===== src/rtl/wb_pkg.sv =====
// Shared write-back definitions: datapath sizes, reset value and the
// forwarding bus type consumed by the execute stage.
package wb_pkg;

  localparam int DW    = 8;
  localparam int RW    = 2;
  localparam int NREGS = 4;

  localparam logic [DW-1:0] RST_VAL = 8'h00;

  // Field named rd because "reg" is a reserved word.
  typedef struct packed {
    logic          en;
    logic [RW-1:0] rd;
    logic [DW-1:0] data;
  } wb_bus_t;

endpackage


===== src/rtl/wb_regfile.sv =====
// 4x8 register file: async reset, one write port, two combinational reads.
// Define WB_BYPASS_EN for same-cycle write-through on the read ports.
module wb_regfile #(
  parameter int DW = 8,
  parameter int RW = 2
) (
  input  logic          clk,
  input  logic          rst,
  input  logic          i_we,
  input  logic [RW-1:0] i_waddr,
  input  logic [DW-1:0] i_wdata,
  input  logic [RW-1:0] i_raddr_a,
  input  logic [RW-1:0] i_raddr_b,
  output logic [DW-1:0] o_rdata_a,
  output logic [DW-1:0] o_rdata_b
);
  import wb_pkg::*;

  logic [DW-1:0] r_rf [1 << RW];

  always_ff @(posedge clk or posedge rst) begin
    if (rst) begin
      r_rf <= '{default: DW'(RST_VAL)};
    end else if (i_we) begin
      r_rf[i_waddr] <= i_wdata;
    end
  end

`ifdef WB_BYPASS_EN
  always_comb begin
    o_rdata_a = r_rf[i_raddr_a];
    o_rdata_b = r_rf[i_raddr_b];
    if (i_we && (i_raddr_a == i_waddr)) o_rdata_a = i_wdata;
    if (i_we && (i_raddr_b == i_waddr)) o_rdata_b = i_wdata;
  end
`else
  always_comb begin
    o_rdata_a = r_rf[i_raddr_a];
    o_rdata_b = r_rf[i_raddr_b];
  end
`endif

endmodule


===== src/rtl/wb_stage.sv =====
// Write-back stage: MEM/WB pipeline register, result mux, commit counter and
// register file. WB_BYPASS_EN enables read-port write-through in wb_regfile.
module wb_stage #(
  parameter int DW = 8,
  parameter int RW = 2
) (
  input  logic          clock,
  input  logic          reset,
  input  logic          stall,
  input  logic          flush,
  input  logic          Wr_MEM,
  input  logic          Rm_MEM,
  input  logic [RW-1:0] rdmem,
  input  logic [DW-1:0] acOutWb,
  input  logic [DW-1:0] data_out,
  input  logic [RW-1:0] rs1,
  input  logic [RW-1:0] rs2,
  output logic [DW-1:0] regA,
  output logic [DW-1:0] regB,
  output logic          wbEn,
  output logic [RW-1:0] wbReg,
  output logic [DW-1:0] wbData,
  output logic [7:0]    wbCount
);
  import wb_pkg::*;

  logic [DW-1:0] w_res;
  logic          r_en;
  logic [RW-1:0] r_reg;
  logic [DW-1:0] r_data;
  logic [7:0]    r_count;

  assign w_res = Rm_MEM ? data_out : acOutWb;

  // Flush only kills the enable; destination and data keep their last values.
  always_ff @(posedge clock or posedge reset) begin
    if (reset) begin
      r_en    <= 1'b0;
      r_reg   <= '0;
      r_data  <= DW'(RST_VAL);
      r_count <= '0;
    end else if (flush) begin
      r_en <= 1'b0;
    end else if (!stall) begin
      r_en   <= Wr_MEM;
      r_reg  <= rdmem;
      r_data <= w_res;
      if (Wr_MEM) r_count <= r_count + 8'd1;
    end
  end

  assign wbEn    = r_en;
  assign wbReg   = r_reg;
  assign wbData  = r_data;
  assign wbCount = r_count;

  wb_regfile #(
    .DW(DW),
    .RW(RW)
  ) u_regfile (
    .clk       (clock),
    .rst       (reset),
    .i_we      (r_en),
    .i_waddr   (r_reg),
    .i_wdata   (r_data),
    .i_raddr_a (rs1),
    .i_raddr_b (rs2),
    .o_rdata_a (regA),
    .o_rdata_b (regB)
  );

endmodule


===== config.mk =====
export PLATFORM = sky130hd
export DESIGN_NAME = wb_stage
export DESIGN_NICKNAME = d
export VERILOG_FILES = /design/src/rtl/wb_pkg.sv /design/src/rtl/wb_regfile.sv /design/src/rtl/wb_stage.sv
export SDC_FILE = /design/constraint.sdc
export NUM_CORES = 1
export LEC_CHECK = 0
export ABC_AREA = 1
export CAP_MARGIN = 20
export CORE_MARGIN = 5
export CORE_UTILIZATION = 46
export CTS_CLUSTER_DIAMETER = 200
export DETAILED_ROUTE_END_ITERATION = 10
export HOLD_SLACK_MARGIN = 0.03
export PLACE_DENSITY = 0.73
export SETUP_SLACK_MARGIN = 0.5
export SKIP_CTS_REPAIR_TIMING = 1
export SYNTH_ARGS = -nofsm -noshare
export SYNTH_HDL_FRONTEND = slang
export SYNTH_HIERARCHICAL = 1
export SYNTH_SLANG_ARGS = --single-unit

===== constraint.sdc =====
create_clock -name clock -period 1.35 [get_ports clock]
set_clock_uncertainty 0.05 [all_clocks]
set_input_delay 0.2025 -clock clock [delete_from_list [all_inputs] [get_ports clock]]
set_output_delay 0.2025 -clock clock [all_outputs]
set_load 0.02 [all_outputs]

Word level (Yosys, flattened, before mapping)
Index checks and enable logic that the tools add are counted.

Register bits after elaboration: 51. Output and inout port bits: 35. Word-level logic and storage cells: 34.

$add $sub $neg: 1. Magnitude comparators: 4. Bitwise gates (word level): 5. Eq/ne operators: 1. Muxes and demuxes: 12. Reductions and logical operators: 3.

Operators with widths (number): 8-bit 2-to-1 mux (6); 8-bit binary-select mux with 2-bit select (2); 32-bit bitwise mux (1); 8-bit demux with 2-bit select (1); 3-bit >= comparator (second input constant) (3); 2-bit NOT with 3-bit output (3); 8-bit by 1-bit adder with 8-bit output (second input constant) (1); 3-bit by 1-bit < comparator with 1-bit output (second input constant) (1); 3-bit AND reduction (1); 1-bit 2-to-1 mux (2); 2-bit by 1-bit != test with 1-bit output (second input constant) (1); 1-bit NOT (2); 2-bit AND reduction (1); 1-bit logical AND (1).

Depth between registers and ports, before layout
Depth in word-level cells: 6. Gate-level depth with buffers: 7. Mapped depth without buffers: 7.

Modules after synthesis
The synthesis kept the hierarchy.

Modules (own cells, without submodules): wb_regfile (area each 2057.0 um^2, times used 1, sequential area each 800.8 um^2, cells each 298); wb_stage (area each 909.6 um^2, times used 1, sequential area each 475.5 um^2, cells each 108).

Least setup slack after synthesis
No wires, ideal clock.

Path type: register -> register. Start: register r_count[1], in the netlist wbCount[1]. End: register r_count[6], in the netlist wbCount[6]. Cell stages (with the launch flop): 7. Data required time: 1187 ps. Path slack: 102 ps. Library setup time: 113 ps. Period minus slack after synthesis: 1248 ps. Arrival time: 1085 ps. Path buffers: 0. Cell sequence: dfrtp_1 ha_1 nand3_1 nor2_2 nand3_1 nand2_1 inv_1.

Cells in the longest elaborated chain, start to end: 1.

Ends and longest elaborated chain: start, declared (line wb_stage.sv:31) `logic [7:0] r_count;`; start signal, assigned (line wb_stage.sv:48) `if (Wr_MEM) r_count <= r_count + 8'd1;`; 8-bit by 1-bit adder with 8-bit output (line wb_stage.sv:48).

No other way between the ends. A chain may end at the register's enable or synchronous reset.

Worst setup path in the final report
Start: register u_regfile/r_rf[12] in the netlist's numbering. End: output regA[4].

Cells in the longest elaborated chain, start to end: 3.

Ends and longest elaborated chain: start, declared (line wb_regfile.sv:19) `logic [DW-1:0] r_rf [1 << RW];`; start signal, assigned by index (line wb_regfile.sv:25) `r_rf[i_waddr] <= i_wdata;`; 8-bit binary-select mux with 2-bit select (line wb_regfile.sv:38) `o_rdata_a = r_rf[i_raddr_a];`; 8-bit 2-to-1 mux (implied by the code) (2 in a row) (line wb_regfile.sv:38); end, declared (line wb_stage.sv:18) `output logic [DW-1:0] regA,`.

No other way between the ends. The select of a mux whose other input is x is not followed.

==> results.tsv <==
stage	metric	value	unit
outcome	status	complete, but fails checks	
outcome	violations	negative setup slack	
job	drv_cap	0	
timing	fin_crit_sh	1.066	
logic_synthesis	synth_seq_cells	51	
floorplan	die_w	90.31	um
timing	slew_headroom	0.8266	
clock_network	insertion_delay	0.30	ns
logic_synthesis	synth.distinct_cells	23	
logic_synthesis	synth-async-reset-ratio	1.000	
logic_synthesis	seq_area_frac_synth	0.4302	
drt	drt-pass1-iter-count	5	
drt	vias_per_cell	5.369	
drt	drtAntennaViolNets	0	
power	vdd_drop_max	1.016	mV
clock_network	root_buffer	clkbuf_8	
logic_synthesis	synth_ff_type	dfrtp_1	
floorplan	start_util	0.4699	
logic_synthesis	syn_nets	435	
critical_path	r2r-end	wbCount[6]	
floorplan	fp.dieH	90.31	um
critical_path	critPathArrivalTime	1.19	ns
timing	max_freq	695.1	MHz
critical_path	r2r-start	wbCount[0]	
drt	vias	3350	
timing	timing.final.hold_violations	0	
clock_network	cts.sinks	51	
timing	worst_hold_slack	0.2223	ns
clock_network	cts_tree	done	
critical_path	reg2reg_slack	0.11	ns
placed_design	dpl_cell_area	4020	um^2
logic_synthesis	synth_top_area_cell	dfrtp_1	
logic_synthesis	synthMuxAreaShare	0	
placed_design	dpl.hpwl	5989	um
critical_path	worstRegToRegCells	8	
critical_path	crit_type	reg -> out	
floorplan	die_area	8155	um^2
floorplan	boundaryPins	63	
timing	finalSetupTns	-0.4902	ns
logic_synthesis	synth_compound_area_frac	0.05061	
clock_network	path_clk_slew	0.11	ns
logic_synthesis	synth-simple-area-share	0.3825	
logic_synthesis	synthCells	406	
global_route	grt_pass1_wl	13340	um
clock_network	cts_max_path_buffers	2	
power	p_per_area	1448	nW/um^2
timing	final.min_clock_period	1.439	ns
timing	setup_viol	16	
drt	drt_wl_total	10830	um
layout	areaGrowthSynthToFinish	73.89	%
logic_synthesis	synth-edff-count	0	
critical_path	cp-end-kind	primary output	
logic_synthesis	synth_top_family_by_area	simple AND/OR/NAND/NOR gates	
critical_path	required	1.10	ns
critical_path	endpoint	regA[4]	
logic_synthesis	yosys.area.top_type_share	0.4302	
hold_path	hp-class	in -> reg	
drt	drc	0	
global_route	track_usage	0.1933	
critical_path	timing.critical_path.from	u_regfile/r_rf[12]	
placed_design	dp.cells	569	
logic_synthesis	yosys_warnings	6	
global_route	antenna_found_initial	0	
timing	worst_slew_pin_slew	0.2601	ns
layout	fin_cells	624	
placed_design	pre_cts_ws	-0.6860	ns
layout	fin_area	5159	um^2
layout	drive_gt1_frac	0.5612	
timing	setup_slack	-0.08868	ns
timing	slew_viol_final	0	
critical_path	cp-start-kind	flop	
critical_path	path_max_fanout	2	
placed_design	io_buffers	62	
floorplan	core_area	6314	um^2
layout	num-nets-final	575	
global_route	overflow	0	
logic_synthesis	syn_area	2967	um^2
logic_synthesis	netlist_top_cells_area	dfrtp_1 43%, nand2_1 20%, nand3_1 7.9%	
drt	drt-initial-drc-count	316	
power	p_leak	2.661	nW
global_route	first_global_vias	2878	
layout	diodes	0	
global_route	grt_max_degree	33	
clock_network	numCtsBuffers	5	
logic_synthesis	syn_area_per_cell	7.307	um^2
layout	final_util	0.8171	
placed_design	gp_congestion	0.9234	
timing	rsz0062_at_grt	true	
logic_synthesis	synthXorXnorAreaFrac	0.01181	
drt	avgRoutedWirePerCell	17.35	um
floorplan	num_rows	29	
clock_network	htreeDepth	2	
logic_synthesis	yosys.area_share.adder	0.004218	
power	power	7.469	mW
-- cell usage after synthesis, types with 4 or more instances --
master	count
nand2_1	162
inv_1	58
dfrtp_1	51
nand3_1	47
nand4_1	16
buf_4	8
nor2_1	8
o21ai_0	8
o21ai_1	8
o21ai_2	8
buf_2	4
buf_6	4
inv_2	4
xor2_1	4
-- layout by cell type (no fill, tap or decap), types with 4 or more instances in the layout --
cell type / instances
nand2_1: 99
nand2_2: 64
buf_6: 61
buf_4: 46
dfrtp_1: 41
nand3_2: 36
inv_2: 35
inv_1: 22
clkdlybuf4s50_1: 19
nand4_1: 16
o21ai_2: 11
dfrtp_2: 10
nand3_1: 9
nor2_1: 8
o21ai_0: 8
dlymetal6s2s_1: 8
buf_12: 8
nand3_4: 6
o21ai_1: 5
clkbuf_8: 5
nor2_4: 4
xor2_1: 4
clkbuf_16: 4
-- how the worst min path moves through the flow --
stage / start / end / cells after the start
after detailed placement: u_regfile/r_rf[25] / u_regfile/r_rf[25] / 2
final: stall / wbEn / 3
after floorplan: reset / u_regfile/r_rf[0] / 1
after global routing: stall / wbEn / 3
after CTS: reset / u_regfile/r_rf[2] / 3
after global placement: u_regfile/r_rf[27] / u_regfile/r_rf[27] / 2
-- area by class of cell --
cell class	instances	area (um^2)
clock buffer	5	68.82
clock inverter	3	43.79
fill	382	1155
inverter	62	276.5
multi-input combinational	278	1772
sequential	51	1289
tap	77	96.34
timing repair buffer	148	1613
-- metal layers --
layer	vias up	share of wire	global-route usage	wire (um)
met5	-	0	0	0
met4	0	0.021	0.05583	222
met3	23	0.076	0.04583	819
met2	179	0.51	0.3159	5556
met1	1594	0.39	0.2553	4230
li1	1554	-	-	-
-- report_power, final --
| group | internal, mW | leakage (nW) | switching, mW | total, mW |
|---|---|---|---|---|
| clock | 0.553 | 0.0581 | 0.544 | 1.10 |
| combinational | 1.96 | 1.97 | 2.01 | 3.97 |
| sequential | 1.98 | 0.634 | 0.421 | 2.40 |
-- worst max-delay path: stages, from the launching register on --
cell,delay [ns]
dfrtp_1,0.44
inv_2,0.08
nand2_1,0.05
nand3_1,0.11
nand2_2,0.06
buf_6,0.13
-- kinds of logic (layout without fill, tap and decap cells) --
logic type      Yosys count  after routing
simple gates            248            249
fa+ha+maj                 1              1
buf+inv                  78            218
xor+xnor                  4              4
flops                    51             51
compound gates           24             24
-- sequential cells by signal, summed over array words and instances, names as in the netlist --
register / cells
u_regfile/r_rf: 32
wbCount: 8
wbData: 8
wbReg: 2
wbEn: 1
No activity file was read; power rests on OpenSTA's default activity.
